### src/rtl/video_timing_gen_if.sv
// Pixel-rate video bus between the timing generator and its consumers.
// The master side is the generator: it takes pixel data and control, drives timing.
interface video_timing_gen_if #(
    parameter int RGB_W = 24
);
    logic             ce_pix;
    logic [3:0]       crop_left;
    logic [8:0]       irq_line;
    logic [RGB_W-1:0] rgb_in;
    logic [RGB_W-1:0] rgb_out;
    logic             hb;
    logic             vb;
    logic             hs;
    logic             vs;
    logic             de;
    logic [8:0]       hcnt;
    logic [8:0]       vcnt;
    logic             line_irq;
    logic [7:0]       frame_cnt;

    modport master (
        input  ce_pix, crop_left, irq_line, rgb_in,
        output rgb_out, hb, vb, hs, vs, de, hcnt, vcnt, line_irq, frame_cnt
    );

    modport slave (
        output ce_pix, crop_left, irq_line, rgb_in,
        input  rgb_out, hb, vb, hs, vs, de, hcnt, vcnt, line_irq, frame_cnt
    );
endinterface

### src/rtl/video_timing_gen.sv
// Raster timing generator: h/v counters, registered blank/sync/enable flags,
// blank-gated pixel path, per-line interrupt and completed-frame counter.
module video_timing_gen #(
    parameter int H_TOTAL      = 318,
    parameter int H_ACTIVE     = 256,
    parameter int H_SYNC_START = 283,
    parameter int H_SYNC_END   = 303,
    parameter int V_TOTAL      = 256,
    parameter int V_ACTIVE     = 240,
    parameter int V_SYNC_START = 251,
    parameter int V_SYNC_END   = 254,
    parameter bit HS_POL       = 1'b0,
    parameter bit VS_POL       = 1'b0,
    parameter int RGB_W        = 24
) (
    input  logic               clk_sys,
    input  logic               reset,
    video_timing_gen_if.master vid
);

    // Counters never exceed 511, but sync ends may equal 512, so compare in 10 bits.
    localparam logic [9:0] H_LAST  = 10'(H_TOTAL - 1);
    localparam logic [9:0] V_LAST  = 10'(V_TOTAL - 1);
    localparam logic [9:0] H_ACT   = 10'(H_ACTIVE);
    localparam logic [9:0] V_ACT   = 10'(V_ACTIVE);
    localparam logic [9:0] HS_BEG  = 10'(H_SYNC_START);
    localparam logic [9:0] HS_FIN  = 10'(H_SYNC_END);
    localparam logic [9:0] VS_BEG  = 10'(V_SYNC_START);
    localparam logic [9:0] VS_FIN  = 10'(V_SYNC_END);

    generate
        if (!(H_ACTIVE <= H_SYNC_START && H_SYNC_START < H_SYNC_END &&
              H_SYNC_END <= H_TOTAL && H_TOTAL <= 512)) begin : g_bad_h
            $error("video_timing_gen: illegal horizontal timing parameters");
        end
        if (!(V_ACTIVE <= V_SYNC_START && V_SYNC_START < V_SYNC_END &&
              V_SYNC_END <= V_TOTAL && V_TOTAL <= 512)) begin : g_bad_v
            $error("video_timing_gen: illegal vertical timing parameters");
        end
    endgenerate

    logic [8:0]       hcnt_q, hcnt_d;
    logic [8:0]       vcnt_q, vcnt_d;
    logic [7:0]       frame_cnt_q, frame_cnt_d;
    logic             hb_q, hb_d;
    logic             vb_q, vb_d;
    logic             hs_q, hs_d;
    logic             vs_q, vs_d;
    logic             de_q, de_d;
    logic             line_irq_q, line_irq_d;
    logic [RGB_W-1:0] rgb_q, rgb_d;

    logic [9:0]       hpos;
    logic [9:0]       vpos;
    logic             hb_now;
    logic             vb_now;
    logic             de_now;

    // Flags for the position currently held in the counters; captured on the next ce.
    always_comb begin
        hpos   = {1'b0, hcnt_q};
        vpos   = {1'b0, vcnt_q};
        hb_now = (hcnt_q < {5'b0, vid.crop_left}) || (hpos >= H_ACT);
        vb_now = (vpos >= V_ACT);
        de_now = ~hb_now & ~vb_now;
    end

    always_comb begin
        hcnt_d      = hcnt_q;
        vcnt_d      = vcnt_q;
        frame_cnt_d = frame_cnt_q;
        hb_d        = hb_q;
        vb_d        = vb_q;
        hs_d        = hs_q;
        vs_d        = vs_q;
        de_d        = de_q;
        line_irq_d  = line_irq_q;
        rgb_d       = rgb_q;
        if (vid.ce_pix) begin
            if (hpos == H_LAST) begin
                hcnt_d = '0;
                if (vpos == V_LAST) begin
                    vcnt_d      = '0;
                    frame_cnt_d = frame_cnt_q + 8'd1;
                end else begin
                    vcnt_d = vcnt_q + 9'd1;
                end
            end else begin
                hcnt_d = hcnt_q + 9'd1;
            end
            hb_d       = hb_now;
            vb_d       = vb_now;
            de_d       = de_now;
            hs_d       = ((hpos >= HS_BEG) && (hpos < HS_FIN)) ? HS_POL : ~HS_POL;
            vs_d       = ((vpos >= VS_BEG) && (vpos < VS_FIN)) ? VS_POL : ~VS_POL;
            line_irq_d = (hcnt_q == 9'd0) && (vcnt_q == vid.irq_line);
            rgb_d      = de_now ? vid.rgb_in : '0;
        end
    end

    always_ff @(posedge clk_sys or posedge reset) begin
        if (reset) begin
            hcnt_q      <= '0;
            vcnt_q      <= '0;
            frame_cnt_q <= '0;
            hb_q        <= 1'b1;
            vb_q        <= 1'b1;
            hs_q        <= ~HS_POL;
            vs_q        <= ~VS_POL;
            de_q        <= 1'b0;
            line_irq_q  <= 1'b0;
            rgb_q       <= '0;
        end else begin
            hcnt_q      <= hcnt_d;
            vcnt_q      <= vcnt_d;
            frame_cnt_q <= frame_cnt_d;
            hb_q        <= hb_d;
            vb_q        <= vb_d;
            hs_q        <= hs_d;
            vs_q        <= vs_d;
            de_q        <= de_d;
            line_irq_q  <= line_irq_d;
            rgb_q       <= rgb_d;
        end
    end

    assign vid.hcnt      = hcnt_q;
    assign vid.vcnt      = vcnt_q;
    assign vid.frame_cnt = frame_cnt_q;
    assign vid.hb        = hb_q;
    assign vid.vb        = vb_q;
    assign vid.hs        = hs_q;
    assign vid.vs        = vs_q;
    assign vid.de        = de_q;
    assign vid.line_irq  = line_irq_q;
    assign vid.rgb_out   = rgb_q;

endmodule

### src/flat_wrapper.sv
// flat-port wrapper written by rule: the top's interface ports become plain ports
module video_timing_gen_flat 
#(
    parameter int H_TOTAL      = 318,
    parameter int H_ACTIVE     = 256,
    parameter int H_SYNC_START = 283,
    parameter int H_SYNC_END   = 303,
    parameter int V_TOTAL      = 256,
    parameter int V_ACTIVE     = 240,
    parameter int V_SYNC_START = 251,
    parameter int V_SYNC_END   = 254,
    parameter bit HS_POL       = 1'b0,
    parameter bit VS_POL       = 1'b0,
    parameter int RGB_W        = 24
)
  (clk_sys, reset, vid_ce_pix, vid_crop_left, vid_irq_line, vid_rgb_in, vid_rgb_out, vid_hb, vid_vb, vid_hs, vid_vs, vid_de, vid_hcnt, vid_vcnt, vid_line_irq, vid_frame_cnt);
  video_timing_gen_if #(.RGB_W(RGB_W)) vid_i ();
  input  logic clk_sys;
  input  logic reset;
  input wire logic [$bits(vid_i.ce_pix)-1:0] vid_ce_pix;
  input wire logic [$bits(vid_i.crop_left)-1:0] vid_crop_left;
  input wire logic [$bits(vid_i.irq_line)-1:0] vid_irq_line;
  input wire logic [$bits(vid_i.rgb_in)-1:0] vid_rgb_in;
  output wire logic [$bits(vid_i.rgb_out)-1:0] vid_rgb_out;
  output wire logic [$bits(vid_i.hb)-1:0] vid_hb;
  output wire logic [$bits(vid_i.vb)-1:0] vid_vb;
  output wire logic [$bits(vid_i.hs)-1:0] vid_hs;
  output wire logic [$bits(vid_i.vs)-1:0] vid_vs;
  output wire logic [$bits(vid_i.de)-1:0] vid_de;
  output wire logic [$bits(vid_i.hcnt)-1:0] vid_hcnt;
  output wire logic [$bits(vid_i.vcnt)-1:0] vid_vcnt;
  output wire logic [$bits(vid_i.line_irq)-1:0] vid_line_irq;
  output wire logic [$bits(vid_i.frame_cnt)-1:0] vid_frame_cnt;
  assign vid_i.ce_pix = vid_ce_pix;
  assign vid_i.crop_left = vid_crop_left;
  assign vid_i.irq_line = vid_irq_line;
  assign vid_i.rgb_in = vid_rgb_in;
  assign vid_rgb_out = vid_i.rgb_out;
  assign vid_hb = vid_i.hb;
  assign vid_vb = vid_i.vb;
  assign vid_hs = vid_i.hs;
  assign vid_vs = vid_i.vs;
  assign vid_de = vid_i.de;
  assign vid_hcnt = vid_i.hcnt;
  assign vid_vcnt = vid_i.vcnt;
  assign vid_line_irq = vid_i.line_irq;
  assign vid_frame_cnt = vid_i.frame_cnt;
  video_timing_gen #(.H_TOTAL(H_TOTAL), .H_ACTIVE(H_ACTIVE), .H_SYNC_START(H_SYNC_START), .H_SYNC_END(H_SYNC_END), .V_TOTAL(V_TOTAL), .V_ACTIVE(V_ACTIVE), .V_SYNC_START(V_SYNC_START), .V_SYNC_END(V_SYNC_END), .HS_POL(HS_POL), .VS_POL(VS_POL), .RGB_W(RGB_W)) u_core (.clk_sys(clk_sys), .reset(reset), .vid(vid_i));
endmodule
### config.mk
export PLATFORM = sky130hd
export DESIGN_NAME = video_timing_gen_flat
export DESIGN_NICKNAME = d
export VERILOG_FILES = /design/src/rtl/video_timing_gen_if.sv /design/src/rtl/video_timing_gen.sv /design/src/flat_wrapper.sv
export SDC_FILE = /design/constraint.sdc
export NUM_CORES = 1
export LEC_CHECK = 0
export CAP_MARGIN = 10
export CORE_MARGIN = 3
export CORE_UTILIZATION = 45
export DETAILED_ROUTE_END_ITERATION = 7
export GPL_ROUTABILITY_DRIVEN = 0
export PLACE_DENSITY = 0.76
export SETUP_SLACK_MARGIN = 0.5
export SLEW_MARGIN = 20
export SYNTH_ARGS = -nofsm -noshare
export SYNTH_HDL_FRONTEND = slang
export SYNTH_SLANG_ARGS = --single-unit
### constraint.sdc
create_clock -name clk_sys -period 2.6 [get_ports clk_sys]
set_input_delay 0.52 -clock clk_sys [delete_from_list [all_inputs] [get_ports clk_sys]]
set_output_delay 0.52 -clock clk_sys [all_outputs]
set_load 0.02 [all_outputs]
## Word level (Yosys, flattened, before mapping)

Cells that the tools add are included.

| word-level totals | value |
|---|---|
| register bits after elaboration | 56 |

| cells by class | value |
|---|---|
| $lt $le $gt $ge | 7 |
| add/subtract/negate cells | 3 |
| reductions and logical operators | 7 |
| equality and inequality tests | 3 |
| mux-type cells | 5 |
| bitwise logic cells | 3 |

Operators with widths:

| kind | number |
|---|---|
| $mux W24 | 1 |
| $add A9 B1 Y9 const B | 2 |
| $ge A9 B8 Y1 const B | 2 |
| $ge A9 B9 Y1 const B | 2 |
| $mux W9 | 2 |
| $eq A9 B8 Y1 const B | 1 |
| $eq A9 B9 Y1 | 1 |
| $eq A9 B9 Y1 const B | 1 |
| $logic_not A9 Y1 | 1 |
| $lt A9 B4 Y1 | 1 |
| $lt A9 B8 Y1 const B | 1 |
| $lt A9 B9 Y1 const B | 1 |
| $add A8 B1 Y8 const B | 1 |
| $logic_and A1 B1 Y1 | 3 |
| $reduce_and A3 Y1 | 1 |
| $mux W1 | 2 |
| $not A1 Y1 | 2 |
| $reduce_and A2 Y1 | 1 |
| $and A1 B1 Y1 | 1 |
| $logic_or A1 B1 Y1 | 1 |

## Longest topological paths before layout

| logic depth | value |
|---|---|
| depth after elaboration | 5 |
| mapped depth | 7 |
| mapped depth without buffers | 6 |

## Worst setup path after synthesis

No wires, ideal clock.

| timing | value |
|---|---|
| path kind | register to register |
| from | register u_core.vcnt_q[1] (netlist: u_core.vid.vcnt[1]) |
| to | register u_core.frame_cnt_q[1] (netlist: u_core.vid.frame_cnt[1]) |
| setup slack | 523 ps |
| clock period less this slack | 2077 ps |
| data required time | 2475 ps |
| arrival time | 1952 ps |
| path buffers | 1 |
| setup time | 125 ps |
| cell stages (with the launch flop) | 7 |
| path through | dfrtp_1 ha_1 nand3_1 or3_1 buf_2 nor2_1 mux2_2 |

| between the ends | value |
|---|---|
| longest elaborated chain between the ends | 2 |

Ends and longest elaborated chain:

| item | RTL line | text |
|---|---|---|
| start, declared | video_timing_gen.sv:43 | `logic [8:0] vcnt_q, vcnt_d;` |
| start signal, assigned | video_timing_gen.sv:115 | `vcnt_q <= vcnt_d;` |
| $eq A9 B8 Y1 | video_timing_gen.sv:82 | `if (vpos == V_LAST) begin` |
| $reduce_and A3 Y1 (no line) | n/a |  |
| end signal, assigned | video_timing_gen.sv:116 | `frame_cnt_q <= frame_cnt_d;` |
| end, declared | video_timing_gen.sv:44 | `logic [7:0] frame_cnt_q, frame_cnt_d;` |

Every way passes these cells.
A chain may end at the register's enable or synchronous reset.

## Final worst setup path

| timing | value |
|---|---|
| from | register u_core.vcnt_q[2] (netlist: u_core.vid.vcnt[2]) |
| to | output port vid_vcnt[2] |

RTL lines:

| item | RTL line | text |
|---|---|---|
| end, declared | flat_wrapper.sv:31 | `output wire logic [$bits(vid_i.vcnt)-1:0] vid_vcnt;` |

No word-level cell between the ends.

==> qor.csv <==
metric,value,unit
outcome,"finished, final reports clean",
die_width,83.2,um
tightest_slew,562,ps
setup_repair_after_global_routing_missed_its_margin,false,
share_of_the_clock_period_used_by_the_worst_path_after_layout,78.5,%
floorplan.io_pins,96,
drt-total-wl,6.89,mm
timing.critical_path.slowest_stage_cell,clkdlybuf4s50_1,
grt_pass1_vias,2225,
tritoncts,done,
worstSetupEndpointType,primary output,
congestion_overflow_gr,0,
finish.instance_area,3990,um2
worstPathArrival,1520,ps
path_clk_slew,100,ps
max_clock_freq,490,MHz
largest_family_of_logic_cells_by_synthesized_area,simple AND/OR/NAND/NOR gates,
route.detailed.wl_per_inst,16.5,um
finalCriticalPeriod,2040,ps
setup.worst_path.class,reg2out,
timing.critical_path.depth,1,
p_per_area,668,nW/um2
ir_drop,533,uV
share_of_total_power_in_sequential_cells,44.1,%
yosysUniqueCellTypes,47,
timing.slew.headroom,62.3,%
timing.critical_path.fanout_max,8,
r2r_slack,600,ps
globalRouteTotalUtil,19.2,%
port_buffers,95,
critical_path.cell_chain,clkdlybuf4s50_1,
cpPeakStageDelay,670,ps
area_delta_synth_final,49.0,%
largest_delay_share_family_worst_path,buffers and inverters,
layout.cells.most_common,clkdlybuf4s50_1,
switchingPower,950,uW
final_util,70.7,%
synth-seq-cells,56,
initial_core_util,47.5,%
synthesized_netlist_net_count,292,
synth_simple_gate_area_share,14.9,%
hold_violations,0,
placement.cell_area,3740,um2
yosysWarnings,0,
yosys.area_share.adder,4.20,%
diodes,0,
clk_latency,320,ps
die_height,83.2,um
hold_buffers,0,
min_path_type,in2async,
grt_first_pass_wirelength,10.9,mm
rows,27,
leading_cell_types_in_the_layout_fill_and_taps_excluded,"clkdlybuf4s50_1 (92), dfrtp_1 (47), a22o_1 (24), xor2_1 (17), nor2_1 (14)",
p_int,1720,uW
timing.final.max_slew_violations,0,
report.final.setup_viol,0,
final_antenna_net_count,0,
place.detailed.hpwl,4.74,mm
coreArea,5640,um2
ys_async_rst_share,100,%
avg_vias_per_cell,5.44,
synth_enable_flop_cells,0,
reg2regPathDepth,5,
reg2reg_to,u_core.vid.frame_cnt[1]$_DFFE_PP0P_,
clock-skew-final,12.2,ps
num-nets-final,393,
fin_setup_tns,0,ps
synth-xor-area-share,8.17,%
antenna_found_initial,0,
drive_gt1_share,13.6,%
switching_portion_of_total_power,35.6,%
p_leak,0.00175,uW
htreeDepth,2,
post_synthesis_cells,243,
cts_max_path_buffers,2,
worstPathRequired,2080,ps
combinationalPowerShare,37.2,%
worst_r2r_start,u_core.vid.hcnt[0]$_DFFE_PP0P_,
root_buffer,clkbuf_8,
maxCapViolations,0,
critical_path.startpoint_type,flip-flop,
cts.sinks,56,
cts_made_buffers,5,
total_power,2670,uW
drtIter0Drc,88,
netlist_area,2680,um2
drc_errors,0,
power_frac_clock,18.7,%
timing.critical_path.buf_inv,1,
routed-via-count,2268,
muxShareOfSynthArea,1.17,%
grt_start_max_net_pins,49,
ys.flop_type,dfrtp_1,
synth_compound_area_share,14.8,%
ys_seq_area_share,52.5,%
die-area,6910,um2
syn-mean-instance-area,11.0,um2
detailedRoute.firstPassIterationCount,4,
[power by group through the flow]
stage | combinational, uW | clock [uW] | sequential, uW
3_5_place_dp | 891 | 0 | 1190
5_1_grt | 1070 | 548 | 1200
4_1_cts | 909 | 511 | 1170
3_3_place_gp | 876 | 0 | 1180
6_report | 991 | 499 | 1180
2_1_floorplan | 405 | 0 | 1260
[through the flow]
stage	hold WS, ps	instances	worst slack [ps]
final	428	417	558
after global routing	435	417	506
after CTS	424	412	500
after floorplan	514	243	523
after detailed placement	458	404	112
after global placement	464	404	145
[cell families (layout without fill, tap and decap cells)]
kind of cell,after synthesis,after routing
AND/OR/NAND/NOR,73,74
flip-flops,56,56
AO/OA/AOI/OAI,51,51
buffers and inverters,26,127
XOR/XNOR,25,25
adder cells (fa/ha/maj),9,9
multiplexers,3,3
[per-layer routing]
layer | vias up | GRT usage [%] | part of all wire [%]
li1 | 1078 | - | -
met1 | 1115 | 26.8 | 46
met2 | 68 | 30.5 | 48
met3 | 7 | 4.86 | 5.1
met4 | 0 | 4.01 | 0.83
met5 | - | 0 | 0
[layout make-up]
type                    instances  area, um2
fillers                       408       1650
repair buffers                107       1120
inverters                      12       45.0
flip-flops and latches         56       1410
multi-input cells             162       1220
well taps                      72       90.1
clock buffers                   5       68.8
clock inverters                 3       27.5
[flip-flops by register name, indices dropped and copies added (netlist names)]
name,cells
u_core.vid.rgb_out,24
u_core.vid.hcnt,9
u_core.vid.vcnt,9
u_core.vid.frame_cnt,8
u_core.vid.de,1
u_core.vid.hb,1
u_core.vid.hs,1
u_core.vid.line_irq,1
u_core.vid.vb,1
u_core.vid.vs,1
[worst reg2reg max path, stage by stage (launching register included)]
cell and delay [ps]:
dfrtp_1 520, ha_2 280, nand2_1 110, or3_4 470, nor2_1 170, mux2_2 340
[cell usage after synthesis (3+ instances only)]
cell      number  area [um2]
nor3_1         8        40.0
clkbuf_1       6        22.5
or3_1          3        18.8
nor2_1        14        52.6
o21ai_0        7        35.0
xnor2_1        8        70.1
nor4_1         4        25.0
nand3_1        9        45.0
ha_1           9         113
dfrtp_1       52        1300
nand4_1       10        62.6
buf_2          5        25.0
inv_1         11        41.3
dfstp_2        4         105
a22o_1        24         210
nand2_1       13        48.8
xor2_1        17         149
a21oi_1        4        20.0
[how the worst max path moves through the flow]
stage,start,to,slack [ps]
global placement,vid_crop_left[3],u_core.vid.rgb_out[9]$_DFFE_PP0P_,140
finish,u_core.vid.vcnt[2]$_DFFE_PP0P_,vid_vcnt[2],560
global route,u_core.vid.vcnt[2]$_DFFE_PP0P_,vid_vcnt[2],510
floorplan,u_core.vid.vcnt[1]$_DFFE_PP0P_,u_core.vid.frame_cnt[1]$_DFFE_PP0P_,520
detailed placement,vid_crop_left[3],u_core.vid.rgb_out[20]$_DFFE_PP0P_,110
CTS,vid_crop_left[2],u_core.vid.rgb_out[4]$_DFFE_PP0P_,500
[repair_timing]
action                                  CTS  global route
endpoints found under the hold margin     0             0
pin swaps                                 0             9
endpoints found under the setup margin   27            30
cloned                                    0             4
gates resized for setup                   4            15
buffers inserted                          0             1
No activity file was read; power rests on OpenSTA's default activity.
